[config.mk]
export PLATFORM = sky130hd
export DESIGN_NAME = cpu_sequencer
export DESIGN_NICKNAME = d
export VERILOG_FILES = /design/src/rtl/cpu_sequencer.sv
export SDC_FILE = /design/constraint.sdc
export NUM_CORES = 1
export LEC_CHECK = 0
export BUFFER_PORTS_ARGS = -buffer_cell sky130_fd_sc_hd__buf_2
export CAP_MARGIN = 0
export CORE_MARGIN = 2
export CORE_UTILIZATION = 46
export DETAILED_ROUTE_END_ITERATION = 8
export PLACE_DENSITY = 0.8
export SKIP_CTS_REPAIR_TIMING = 1
export SLEW_MARGIN = 40
export SYNTH_ARGS = -nofsm -noshare
export SYNTH_HDL_FRONTEND = slang
export SYNTH_SLANG_ARGS = --single-unit
[constraint.sdc]
create_clock -name clk -period 2.7 [get_ports clk]
set_input_delay 0.135 -clock clk [delete_from_list [all_inputs] [get_ports clk]]
set_output_delay 0.135 -clock clk [all_outputs]
set_load 0.02 [all_outputs]
[src/rtl/cpu_sequencer.sv]
// Multi-cycle control sequencer: fetch (F0-F2) then per-opcode execute steps (T3-T7) driving datapath strobes.
// Memory steps wait on mem_ready with an optional timeout into FAULT; halts only at instruction boundaries.
module cpu_sequencer #(
  parameter int DATA_W      = 32,
  parameter int OPC_W       = 5,
  parameter int ALU_W       = 4,
  parameter int MEM_TIMEOUT = 15
) (
  input  logic              clk,
  input  logic              reset,
  input  logic [DATA_W-1:0] ir,
  input  logic              con_ff,
  input  logic              mem_ready,
  input  logic              stop,
  input  logic              resume,
  output logic              gra, grb, grc,
  output logic              rin, rout, baout, cout,
  output logic              pcin, pcout, irin, marin, mdrin, mdrout,
  output logic              yin, zin, zlowout, zhighout, hiin, loin, hiout, loout,
  output logic              inportout, outportin, conin,
  output logic              mem_read, mem_write,
  output logic [ALU_W-1:0]  alu_sel,
  output logic              run,
  output logic              fault,
  output logic              retire
);

  typedef enum logic [3:0] {
    S_RST, S_F0, S_F1, S_F2, S_T3, S_T4, S_T5, S_T6, S_T7, S_HALT, S_FAULT
  } state_t;

  localparam int CNT_W = (MEM_TIMEOUT > 0) ? $clog2(MEM_TIMEOUT + 1) : 1;
  localparam logic [CNT_W-1:0] CNT_MAX = CNT_W'(MEM_TIMEOUT);

  localparam logic [3:0] ALU_ADD = 4'd1,  ALU_SUB = 4'd2,  ALU_MUL = 4'd3,  ALU_INC = 4'd4;
  localparam logic [3:0] ALU_DIV = 4'd5,  ALU_AND = 4'd6,  ALU_OR  = 4'd7,  ALU_NEG = 4'd8;
  localparam logic [3:0] ALU_NOT = 4'd10, ALU_SHL = 4'd12, ALU_SHR = 4'd13, ALU_ROL = 4'd14;
  localparam logic [3:0] ALU_ROR = 4'd15;

  localparam logic [OPC_W-1:0] OP_HALT = OPC_W'(26);

  state_t             state_q, state_d;
  logic [OPC_W-1:0]   opc_q, opc_d;
  logic [CNT_W-1:0]   cnt_q, cnt_d;
  logic [OPC_W-1:0]   ir_opc;
  logic               unused_ir_bits;

  logic is_ld, is_ldi, is_st, is_ralu, is_ialu, is_muldiv, is_negnot, is_br;
  logic is_jr, is_jal, is_in, is_out, is_mfhi, is_mflo, is_nop, is_halt;
  logic [3:0] op_alu;
  logic last_step, wait_step;

  assign ir_opc         = ir[DATA_W-1 -: OPC_W];
  assign unused_ir_bits = ^ir[DATA_W-OPC_W-1:0];

  // Opcode class and ALU function of the instruction latched when leaving F2.
  always_comb begin
    {is_ld, is_ldi, is_st, is_ralu, is_ialu, is_muldiv, is_negnot, is_br} = '0;
    {is_jr, is_jal, is_in, is_out, is_mfhi, is_mflo, is_nop, is_halt}     = '0;
    op_alu = 4'd0;
    case (opc_q)
      OPC_W'(0):  is_ld  = 1'b1;
      OPC_W'(1):  is_ldi = 1'b1;
      OPC_W'(2):  is_st  = 1'b1;
      OPC_W'(3):  begin is_ralu = 1'b1;   op_alu = ALU_ADD; end
      OPC_W'(4):  begin is_ralu = 1'b1;   op_alu = ALU_SUB; end
      OPC_W'(5):  begin is_ralu = 1'b1;   op_alu = ALU_SHR; end
      OPC_W'(6):  begin is_ralu = 1'b1;   op_alu = ALU_SHL; end
      OPC_W'(7):  begin is_ralu = 1'b1;   op_alu = ALU_ROR; end
      OPC_W'(8):  begin is_ralu = 1'b1;   op_alu = ALU_ROL; end
      OPC_W'(9):  begin is_ralu = 1'b1;   op_alu = ALU_AND; end
      OPC_W'(10): begin is_ralu = 1'b1;   op_alu = ALU_OR;  end
      OPC_W'(11): begin is_ialu = 1'b1;   op_alu = ALU_ADD; end
      OPC_W'(12): begin is_ialu = 1'b1;   op_alu = ALU_AND; end
      OPC_W'(13): begin is_ialu = 1'b1;   op_alu = ALU_OR;  end
      OPC_W'(14): begin is_muldiv = 1'b1; op_alu = ALU_MUL; end
      OPC_W'(15): begin is_muldiv = 1'b1; op_alu = ALU_DIV; end
      OPC_W'(16): begin is_negnot = 1'b1; op_alu = ALU_NEG; end
      OPC_W'(17): begin is_negnot = 1'b1; op_alu = ALU_NOT; end
      OPC_W'(18): is_br   = 1'b1;
      OPC_W'(19): is_jr   = 1'b1;
      OPC_W'(20): is_jal  = 1'b1;
      OPC_W'(21): is_in   = 1'b1;
      OPC_W'(22): is_out  = 1'b1;
      OPC_W'(23): is_mfhi = 1'b1;
      OPC_W'(24): is_mflo = 1'b1;
      OPC_W'(25): is_nop  = 1'b1;
      OPC_W'(26): is_halt = 1'b1;
      default:    ;
    endcase
  end

  always_comb begin
    last_step = ((state_q == S_T3) && (is_jr || is_in || is_out || is_mfhi || is_mflo || is_nop || is_halt))
             || ((state_q == S_T4) && (is_negnot || is_jal))
             || ((state_q == S_T5) && (is_ldi || is_ralu || is_ialu))
             || ((state_q == S_T6) && (is_muldiv || is_br))
             || ((state_q == S_T7) && (is_ld || is_st));
    wait_step = (state_q == S_F1) || ((state_q == S_T6) && is_ld) || ((state_q == S_T7) && is_st);
  end

  always_comb begin
    state_d = state_q;
    opc_d   = opc_q;
    cnt_d   = '0;
    case (state_q)
      S_RST:   state_d = stop ? S_HALT : S_F0;
      S_F0:    state_d = S_F1;
      S_F2: begin
        opc_d   = ir_opc;
        state_d = (ir_opc <= OP_HALT) ? S_T3 : S_FAULT;
      end
      S_HALT:  if (resume && !stop) state_d = S_F0;
      S_FAULT: state_d = S_FAULT;
      default: begin
        if (wait_step && !mem_ready) begin
          if ((MEM_TIMEOUT != 0) && (cnt_q == CNT_MAX)) state_d = S_FAULT;
          else cnt_d = cnt_q + CNT_W'(1);
        end else if (last_step) begin
          state_d = (is_halt || stop) ? S_HALT : S_F0;
        end else begin
          case (state_q)
            S_F1:    state_d = S_F2;
            S_T3:    state_d = S_T4;
            S_T4:    state_d = S_T5;
            S_T5:    state_d = S_T6;
            S_T6:    state_d = S_T7;
            default: state_d = S_FAULT;
          endcase
        end
      end
    endcase
  end

  always_ff @(posedge clk or posedge reset) begin
    if (reset) begin
      state_q <= S_RST;
      opc_q   <= '0;
      cnt_q   <= '0;
    end else begin
      state_q <= state_d;
      opc_q   <= opc_d;
      cnt_q   <= cnt_d;
    end
  end

  // A store retires in the cycle its write completes, keeping retire a single pulse.
  assign retire = last_step && (!wait_step || mem_ready);

  always_comb begin
    {gra, grb, grc, rin, rout, baout, cout}              = '0;
    {pcin, pcout, irin, marin, mdrin, mdrout}            = '0;
    {yin, zin, zlowout, zhighout, hiin, loin, hiout, loout} = '0;
    {inportout, outportin, conin, mem_read, mem_write}   = '0;
    alu_sel = '0;
    run     = 1'b1;
    fault   = 1'b0;
    case (state_q)
      S_F0: begin pcout = 1'b1; marin = 1'b1; zin = 1'b1; alu_sel = ALU_W'(ALU_INC); end
      S_F1: begin zlowout = 1'b1; pcin = 1'b1; mdrin = 1'b1; mem_read = 1'b1; end
      S_F2: begin mdrout = 1'b1; irin = 1'b1; end
      S_T3: begin
        if (is_ld || is_ldi || is_st) begin grb = 1'b1; baout = 1'b1; yin = 1'b1; end
        if (is_ralu || is_ialu)       begin grb = 1'b1; rout = 1'b1; yin = 1'b1; end
        if (is_muldiv)                begin gra = 1'b1; rout = 1'b1; yin = 1'b1; end
        if (is_negnot) begin grb = 1'b1; rout = 1'b1; zin = 1'b1; alu_sel = ALU_W'(op_alu); end
        if (is_br)     begin gra = 1'b1; rout = 1'b1; conin = 1'b1; end
        if (is_jr)     begin gra = 1'b1; rout = 1'b1; pcin = 1'b1; end
        if (is_jal)    begin grb = 1'b1; rin = 1'b1; pcout = 1'b1; end
        if (is_in)     begin gra = 1'b1; rin = 1'b1; inportout = 1'b1; end
        if (is_out)    begin gra = 1'b1; rout = 1'b1; outportin = 1'b1; end
        if (is_mfhi)   begin gra = 1'b1; rin = 1'b1; hiout = 1'b1; end
        if (is_mflo)   begin gra = 1'b1; rin = 1'b1; loout = 1'b1; end
      end
      S_T4: begin
        if (is_ld || is_ldi || is_st) begin cout = 1'b1; zin = 1'b1; alu_sel = ALU_W'(ALU_ADD); end
        if (is_ralu)   begin grc = 1'b1; rout = 1'b1; zin = 1'b1; alu_sel = ALU_W'(op_alu); end
        if (is_ialu)   begin cout = 1'b1; zin = 1'b1; alu_sel = ALU_W'(op_alu); end
        if (is_muldiv) begin grb = 1'b1; rout = 1'b1; zin = 1'b1; alu_sel = ALU_W'(op_alu); end
        if (is_negnot) begin zlowout = 1'b1; gra = 1'b1; rin = 1'b1; end
        if (is_br)     begin pcout = 1'b1; yin = 1'b1; end
        if (is_jal)    begin gra = 1'b1; rout = 1'b1; pcin = 1'b1; end
      end
      S_T5: begin
        if (is_ld || is_st)               begin zlowout = 1'b1; marin = 1'b1; end
        if (is_ldi || is_ralu || is_ialu) begin zlowout = 1'b1; gra = 1'b1; rin = 1'b1; end
        if (is_muldiv) begin zlowout = 1'b1; loin = 1'b1; end
        if (is_br)     begin cout = 1'b1; zin = 1'b1; alu_sel = ALU_W'(ALU_ADD); end
      end
      S_T6: begin
        if (is_ld)     begin mem_read = 1'b1; mdrin = 1'b1; end
        if (is_st)     begin gra = 1'b1; rout = 1'b1; mdrin = 1'b1; end
        if (is_muldiv) begin zhighout = 1'b1; hiin = 1'b1; end
        if (is_br)     begin zlowout = 1'b1; pcin = con_ff; end
      end
      S_T7: begin
        if (is_ld) begin mdrout = 1'b1; gra = 1'b1; rin = 1'b1; end
        if (is_st) mem_write = 1'b1;
      end
      S_HALT:  run = 1'b0;
      S_FAULT: begin run = 1'b0; fault = 1'b1; end
      default: ;
    endcase
  end

endmodule

After elaboration in Yosys (flattened, before gate mapping)
Index checks and enable logic that the tools add are counted.
{"block": "totals", "output_inout_bits": 33, "mem_bits_ro": 0, "ram_bits": 0, "memories": 0, "latch_bits": 0, "word_cells": 199, "inputBits": 38, "ff_bits": 13}
{"block": "classes", "div_mod_pow": 0, "n_shift": 0, "n_reduce_logical": 47, "mul": 0, "mux": 108, "n_addsub": 1, "n_lt_le_gt_ge": 1, "eq_ne": 39, "bitwise_logic": 0}
{"cell": "$mux 1", "count": 76}
{"cell": "$mux 4", "count": 14}
{"cell": "$eq 5x5->1 const B", "count": 11}
{"cell": "$pmux 4 s12", "count": 1}
{"cell": "$eq 5x4->1 const B", "count": 8}
{"cell": "$pmux 4 s5", "count": 2}
{"cell": "$logic_or 1x1->1", "count": 22}
{"cell": "$eq 5x3->1 const B", "count": 4}
{"cell": "$eq 4x3->1 const B", "count": 4}
{"cell": "$eq 4x4->1 const B", "count": 4}
{"cell": "$pmux 1 s4", "count": 4}
{"cell": "$pmux 4 s4", "count": 1}
{"cell": "$pmux 1 s2", "count": 7}
{"cell": "$reduce_or 2->1", "count": 6}
{"cell": "$eq 5x2->1 const B", "count": 2}
{"cell": "$logic_and 1x1->1", "count": 10}
{"cell": "$eq 4x2->1 const B", "count": 2}
{"cell": "$reduce_or 8->1", "count": 1}
{"cell": "$ne 7x1->1 const B", "count": 1}
{"cell": "$pmux 1 s3", "count": 2}
{"cell": "$eq 5x1->1 const B", "count": 1}
{"cell": "$le 5x5->1 const B", "count": 1}
{"cell": "$logic_not 5->1", "count": 1}
{"cell": "$pmux 1 s5", "count": 1}
{"cell": "other kinds (8)", "count": 10}

Logic depth before layout (Yosys ltp)
Gate-level depths: netlist of run 1.
{"block": "depth", "word_depth": 16, "mapped_depth": 8, "ltp_nobuf": 6}

Least setup slack after synthesis of run 1
No wires, ideal clock.
{"block": "synth_timing", "path_kind": "register -> output", "start": "register state_q[1]", "end": "output alu_sel[2]", "path_slack_ps": 449, "arrival_time_ps": 2116, "stages_incl_launch_ff": 6, "required_time_ps": 2565, "path_buffers": 1, "cell_sequence": "dfrtp_1 clkbuf_1 nor4b_2 nand2_1 o21a_1 o41ai_1"}
{"block": "synth_between", "elab_chain_cells": 2, "elab_cells_between_ends": 5, "cone_classes": "eq/ne (4); mux (1)"}
{"item": "start, declared", "line": "42", "text": "state_t state_q, state_d;"}
{"item": "start signal, assigned", "line": "141", "text": "state_q <= state_d;"}
{"item": "$eq 4x3->1 / $eq 4x1->1 (equally long branches)", "line": "158", "text": "case (state_q)"}
{"item": "$pmux 4 s4 (*)", "line": "158"}
{"item": "end, declared", "line": "22", "text": "output logic [ALU_W-1:0] alu_sel,"}
Every way passes the cells marked *; elsewhere a longest branch is shown, timed or not.

Worst setup path after layout of run 1
{"block": "layout_timing", "start": "register state_q[0]", "end": "output retire"}
{"block": "layout_between", "elab_chain_cells": 7, "elab_cells_between_ends": 22, "cone_classes": "eq/ne (6); reduce/logical (16)"}
{"item": "$eq 4x3->1 (on tied branches)"}
{"item": "$logic_and 1x1->1 (on tied branches)", "line": "94, 95, 99"}
{"item": "$logic_or 1x1->1 (on tied branches)", "line": "95, 99"}
{"item": "$logic_or 1x1->1 (on tied branches)", "line": "96, 99"}
{"item": "$logic_or 1x1->1 / $logic_not 1->1 (equally long branches)", "line": "97, 148"}
{"item": "$logic_or 1x1->1 (on tied branches)", "line": "98, 148"}
{"item": "$logic_and 1x1->1 (*)", "line": "148", "text": "assign retire = last_step && (!wait_step || mem_ready);"}
{"item": "end, declared", "line": "25", "text": "output logic retire"}
Marks and branches as above.

==> run_results.csv, run 1 <==
group,metric,value,unit
cells_and_area,mostFrequentLayoutCells,"sky130_fd_sc_hd__buf_2 (43), sky130_fd_sc_hd__nand2_1 (27), sky130_fd_sc_hd__nor2_1 (27)",
timing,relSlewSlack,0.6420,
synthesis,syn_nets,256,
synthesis,average_instance_area_after_synthesis,6.694,um2
clock_tree,root_buf_cell,"sky130_fd_sc_hd__clkbuf_4",
synthesis,synth-main-ff-cell,"sky130_fd_sc_hd__dfrtp_1",
timing,worst_margin_slew,536.4,ps
clock_tree,cts_max_level,1,
global_routing,antenna_found_initial,0,
die,placement_rows,20,
timing,finalHoldViolCount,0,
global_routing,globalRouteTotalUtil,0.2525,
cells_and_area,utilization,0.5876,
timing,setup_viol,0,
die,die_x,60.20,um
synthesis,synth-xor-area-share,0.01809,
synthesis,synthArstFlopShare,1.000,
synthesis,synth_simple_gate_area_frac,0.3850,
timing,final_min_period_over_clock_period,0.9672,
route,first_pass_iters,7,
setup_path,worstRegToRegCells,7,
synthesis,synth_fa_ha_area_frac,0.008613,
pwr,power_per_unit_of_standard_cell_area,202.3,mW/mm2
cells_and_area,drive_above_1_share,0.2664,
setup_path,sort_of_element_at_the_start_of_the_critical_path,"flip-flop",
synthesis,synth_compound_gate_area_share,0.2636,
cells_and_area,synthToLayoutAreaGrowth,22.48,%
cells_and_area,fillerInstances,315,
global_routing,grt_overflow_total,0,
placement,detailedPlacementHpwl,3.347,mm
synthesis,synthesis.yosys.warnings,0,
clock_tree,worstSkewPairLatency,280,ps
route,routed_length_per_instance,14.79,um
route,detail_route.vias_per_cell,5.987,
placement,place_worst_setup_slack,407.0,ps
setup_path,end_kind,"output pin",
timing,finalClockSkew,4.202,ps
timing,grt_setup_unrepaired,"false",
die,floorplan.initialDensity,0.4798,
timing,timing.fmax,382.9,MHz
min_path,worst_hold_path.num_cells,3,
die,pin_count,71,
synthesis,synth_top_family_by_area,"simple AND/OR/NAND/NOR gates",
setup_path,critPathTopFamily,"simple AND/OR/NAND/NOR gates",
placement,placedCellCount,298,
setup_path,maximum_fanout_encountered_on_the_critical_timing_path,5,
synthesis,synth-seq-area-share,0.2239,
timing,final_critical_path_setup_slack,88.50,ps
timing,setup-tns-final,0,ps
setup_path,cp_slowest_stage_delay,580,ps
timing,final-max-slew-violation-count,0,
route,drt_first_iter_violations,251,
die,die_area,0.003623,mm2
route,post-route-drc-count,0,
run_status,run_status,"completed",
setup_path,timing.critical_path.required,2570,ps
synthesis,yosys.cell_types.count,47,
clock_tree,tritoncts.num_buffers,3,
cells_and_area,nets,299,
route,final_ant_viol_nets,0,
synthesis,synth.ff_latch_count,13,
setup_path,arrival,2480,ps
placement,io_buffers,43,
synthesis,synth_area,0.001453,mm2
cells_and_area,num_antenna_cells,0,
synthesis,synth.mux.area_fraction,0.03015,
setup_path,critPathKind,"reg -> out",
min_path,path_type_of_the_worst_min_delay_path,"in -> reg",
cells_and_area,mostFrequentLayoutCell,"sky130_fd_sc_hd__buf_2",
die,die_height,60.20,um
setup_path,critical_path.cell_chain,"or4b_4, or4_1, a21o_1, o21a_1, nand2b_1, inv_1, buf_2",
route,via_count,1814,
pwr,power.static_leakage,0.8567,nW
job,max_cap_viols,0,
global_routing,first_global_vias,1513,
clock_tree,tritoncts_clock_tree,"yes",
global_routing,grt_pass1_wl,7.058,mm
synthesis,synth_enable_flop_cells,0,
clock_tree,clk_transition_reported_paths,90,ps
setup_path,critical-path-slowest-cell,"sky130_fd_sc_hd__or4b_4",
timing,period_minus_slack,2612,ps
synthesis,postSynthCellCount,217,
pwr,power.ir.vdd_worst,0.0001838,V
global_routing,grt_max_degree,19,
clock_tree,cts_max_path_buffers,2,
cells_and_area,final_cell_count_no_fill,303,
setup_path,crit_buf_inv,2,
setup_path,cp_num_cells,7,
route,finalWirelength,4.480,mm
die,design.core.area,0.003028,mm2
clock_tree,clock_sinks,13,
placement,gpl.final_weighted_congestion,0.9416,
layout make-up:
class	count	area, um2	area share
Clock inverter	1	5.005	0.002813
Inverter	8	30.03	0.01688
Timing Repair Buffer	55	307.8	0.1730
Tap cell	44	55.05	0.03094
Sequential cell	13	326.6	0.1835
Multi-Input combinational cell	179	1032	0.5802
Clock buffer	3	22.52	0.01266
cell usage after synthesis (2+ instances only):
cell type	number	area, um2
sky130_fd_sc_hd__and2b_1	2	15.01
sky130_fd_sc_hd__nand2_1	27	101.4
sky130_fd_sc_hd__nand4_1	4	25.02
sky130_fd_sc_hd__a21o_1	2	15.01
sky130_fd_sc_hd__inv_1	8	30.03
sky130_fd_sc_hd__xnor2_1	2	17.52
sky130_fd_sc_hd__and3_1	2	12.51
sky130_fd_sc_hd__o22ai_1	2	12.51
sky130_fd_sc_hd__clkbuf_1	11	41.29
sky130_fd_sc_hd__or2_2	2	12.51
sky130_fd_sc_hd__o31ai_1	2	15.01
sky130_fd_sc_hd__or3_1	2	12.51
sky130_fd_sc_hd__nor2_1	27	101.4
sky130_fd_sc_hd__or4_1	2	15.01
sky130_fd_sc_hd__nor2b_1	5	31.28
sky130_fd_sc_hd__and2_1	4	25.02
sky130_fd_sc_hd__a22oi_1	5	37.54
sky130_fd_sc_hd__mux2_2	3	33.78
sky130_fd_sc_hd__o21a_1	2	15.01
sky130_fd_sc_hd__nor3_1	10	50.05
sky130_fd_sc_hd__buf_2	4	20.02
sky130_fd_sc_hd__dfrtp_1	13	325.3
sky130_fd_sc_hd__o2111ai_1	2	17.52
sky130_fd_sc_hd__a21oi_1	14	70.07
sky130_fd_sc_hd__o21ai_0	22	110.1
sky130_fd_sc_hd__a31oi_1	4	25.02
sky130_fd_sc_hd__nor4_1	4	25.02
sky130_fd_sc_hd__nand2b_1	4	25.02
sky130_fd_sc_hd__nand3_1	8	40.04
kinds of logic (layout without fill, tap and decap cells):
| group | Yosys count | after routing |
|---|---|---|
| XOR/XNOR | 3 | 3 |
| buffers and inverters | 25 | 67 |
| AO/OA/AOI/OAI | 62 | 62 |
| multiplexers | 4 | 4 |
| flip-flops | 13 | 13 |
| adder cells (fa/ha/maj) | 1 | 1 |
| AND/OR/NAND/NOR | 109 | 109 |
flip-flops by register name, summed over array words and instances (netlist names):
signal and flops:
state_q 4, cnt_q 4, opc_q 5
worst paths after layout:
| path | from | endpoint | slack, ps |
|---|---|---|---|
| setup / recovery | state_q[0] | retire | 90 |
| hold / removal | ir[29] | opc_q[2] | 70 |
| setup reg to reg | state_q[3] | state_q[3] | 410 |
| hold reg to reg | cnt_q[0] | cnt_q[0] | 470 |
| max in group asynchronous | reset | opc_q[3] | 1890 |
| min in group asynchronous | reset | cnt_q[2] | 430 |
routing by layer:
metal	vias up	part of all wire	GRT usage
li1	872	-	-
met4	0	0.011	0.05714
met3	10	0.079	0.03680
met1	827	0.42	0.3430
met5	-	0	0
met2	105	0.49	0.4208
per-stage QoR:
step	cell area, um2	power, mW	hold slack [ps]
after floorplan	1453	0.2205	11.96
after global placement	1733	0.2350	173.4
after detailed placement	1733	0.2358	195.6
after CTS	1760	0.3622	-115.8
after global routing	1779	0.3769	64.03
final	1779	0.3600	69.68
power breakdown:
group | internal (mW) | switching (mW) | leakage [nW]
registers | 0.196 | 0.00203 | 0.154
logic | 0.0136 | 0.0224 | 0.685
clock network | 0.0550 | 0.0713 | 0.0177
total | 0.264 | 0.0957 | 0.857
worst min-delay path: cells and delay by family:
| family | cells | cell delay [ps] |
|---|---|---|
| buf+inv | 1 | 90 |
| simple gates | 1 | 40 |
| compound gates | 1 | 60 |
Power figures use the tool's default switching activity.
==> run 2: changes to the inputs <==
PLACE_DENSITY = 0.82   (was 0.8)
==> run_results.csv, run 2 (synthesis gave the netlist of run 1 again) <==
group,metric,value,unit
setup_path,cp_num_cells,7,
setup_path,arrival,2460,ps
pwr,power.static_leakage,0.8560,nW
placement,io_buffers,43,
cells_and_area,synthToLayoutAreaGrowth,22.65,%
global_routing,grt_max_degree,22,
clock_tree,clk_transition_reported_paths,90,ps
global_routing,first_global_vias,1563,
die,pin_count,71,
setup_path,timing.critical_path.required,2570,ps
cells_and_area,mostFrequentLayoutCell,"sky130_fd_sc_hd__buf_2",
route,final_ant_viol_nets,0,
pwr,power_per_unit_of_standard_cell_area,201.8,mW/mm2
min_path,worst_hold_path.num_cells,3,
placement,detailedPlacementHpwl,3.263,mm
timing,finalHoldViolCount,0,
setup_path,sort_of_element_at_the_start_of_the_critical_path,"flip-flop",
cells_and_area,fillerInstances,304,
cells_and_area,biggestRegsByFlops,"opc_q: 5 flops, cnt_q: 4 flops, state_q: 4 flops",
setup_path,end_kind,"output pin",
timing,final-max-slew-violation-count,0,
cells_and_area,largest_reg_flops,5,
timing,timing.fmax,385.7,MHz
timing,final.hold.worst_slack,56.47,ps
cells_and_area,combined_area_of_the_multi_input_logic_cells,0.001032,mm2
timing,period_minus_slack,2592,ps
die,die_height,60.20,um
pwr,power.ir.vdd_worst,0.0002111,V
setup_path,critPathKind,"reg -> out",
cells_and_area,nets,299,
min_path,whs_endpoint,"opc_q[0]",
cells_and_area,register_ranked_first_by_flip_flop_count,"opc_q",
route,detail_route.vias_per_cell,5.921,
timing,worst_margin_slew,625.1,ps
global_routing,globalRouteTotalUtil,0.2558,
die,floorplan.initialDensity,0.4798,
route,first_pass_iters,5,
run_status,run_status,"completed",
global_routing,grt_pass1_wl,7.113,mm
timing,relSlewSlack,0.5725,
clock_tree,worstSkewPairLatency,290,ps
setup_path,r2r_start,"state_q[0]",
timing,setup_viol,0,
min_path,path_type_of_the_worst_min_delay_path,"in -> reg",
clock_tree,tritoncts_clock_tree,"yes",
timing,finalClockSkew,1.487,ps
setup_path,worstRegToRegCells,7,
setup_path,crit-reg2reg-capture,"state_q[0]",
setup_path,maximum_fanout_encountered_on_the_critical_timing_path,6,
clock_tree,tritoncts.num_buffers,3,
route,finalWirelength,4.433,mm
timing,final_critical_path_setup_slack,107.6,ps
clock_tree,cts_max_path_buffers,2,
setup_path,critPathTopFamily,"simple AND/OR/NAND/NOR gates",
global_routing,antenna_found_initial,0,
placement,postPlaceCellArea,0.001703,mm2
route,via_count,1794,
setup_path,ff2ff_setup_slack,400,ps
route,drt_first_iter_violations,184,
cells_and_area,num_antenna_cells,0,
route,post-route-drc-count,0,
clock_tree,root_buf_cell,"sky130_fd_sc_hd__clkbuf_4",
setup_path,critical-path-slowest-cell,"sky130_fd_sc_hd__or4b_4",
die,die_x,60.20,um
clock_tree,cts_max_level,1,
die,design.core.area,0.003028,mm2
global_routing,grt_overflow_total,0,
cells_and_area,ff_latch_area,329.1,um2
timing,final_min_period_over_clock_period,0.9602,
route,routed_length_per_instance,14.63,um
cells_and_area,mostFrequentLayoutCells,"sky130_fd_sc_hd__buf_2 (43), sky130_fd_sc_hd__nand2_1 (27), sky130_fd_sc_hd__nor2_1 (27)",
clock_tree,clock_sinks,13,
die,die_area,0.003623,mm2
setup_path,cp_slowest_stage_delay,570,ps
setup_path,crit_buf_inv,2,
timing,setup-tns-final,0,ps
setup_path,critical_path.cell_chain,"or4b_4, or4_1, a21o_1, o21a_1, nand2b_1, inv_1, buf_2",
min_path,hold_path_startpoint,"ir[27]",
placement,place_worst_setup_slack,353.3,ps
job,max_cap_viols,0,
cells_and_area,design_area,0.001782,mm2
die,placement_rows,20,
cells_and_area,drive_above_1_share,0.2741,
placement,gpl.final_weighted_congestion,0.9402,
==> run 2: cell counts in the layout (fill, tap and decap cells not counted) <==
Identical to the previous run, type by type.
==> run 2: worst max path at each step <==
stage	start	to	slack [ps]
detailed placement	state_q[2]	retire	350
CTS	state_q[2]	retire	20
floorplan	state_q[1]	alu_sel[2]	450
global route	state_q[3]	alu_sel[2]	-2
global placement	state_q[2]	retire	370
finish	state_q[0]	retire	110
==> run 2: area by class of cell <==
type,count,share of cell area
sequential,13,0.1847
tap,44,0.03090
multi-input combinational,179,0.5794
clock inverter,1,0.002809
timing repair buffer,55,0.1728
clock buffer,3,0.01264
inverter,8,0.01685
==> run 2: routing by layer <==
layer  GRT usage  wire [um]
met5           0          0
met4     0.05079         54
met3     0.04329        309
met2      0.4224       2133
met1      0.3505       1936
==> run 2: metrics by stage <==
| stage | instances | util | total power, mW |
|---|---|---|---|
| after floorplan | 217 | - | 0.2205 |
| after global placement | 294 | 0.5624 | 0.2341 |
| after detailed placement | 294 | 0.5624 | 0.2348 |
| after CTS | 298 | 0.5715 | 0.3603 |
| after global routing | 303 | 0.5884 | 0.3752 |
| final | 303 | 0.5884 | 0.3595 |
==> run 2: power by group <==
part / total (mW) / switching, mW / leakage [nW] / internal, mW
sequential: 0.198 / 0.00247 / 0.152 / 0.196
clock: 0.127 / 0.0718 / 0.0177 / 0.0551
combinational: 0.0344 / 0.0216 / 0.686 / 0.0128
total: 0.359 / 0.0959 / 0.856 / 0.264
==> run 2: worst register-to-register path: stages (launching register included) <==
cell	delay [ps]
sky130_fd_sc_hd__dfrtp_2	450
sky130_fd_sc_hd__or4b_4	570
sky130_fd_sc_hd__or4_1	450
sky130_fd_sc_hd__a21o_1	240
sky130_fd_sc_hd__o21a_1	160
sky130_fd_sc_hd__nand2b_1	110
sky130_fd_sc_hd__buf_4	120
sky130_fd_sc_hd__nand3_1	70
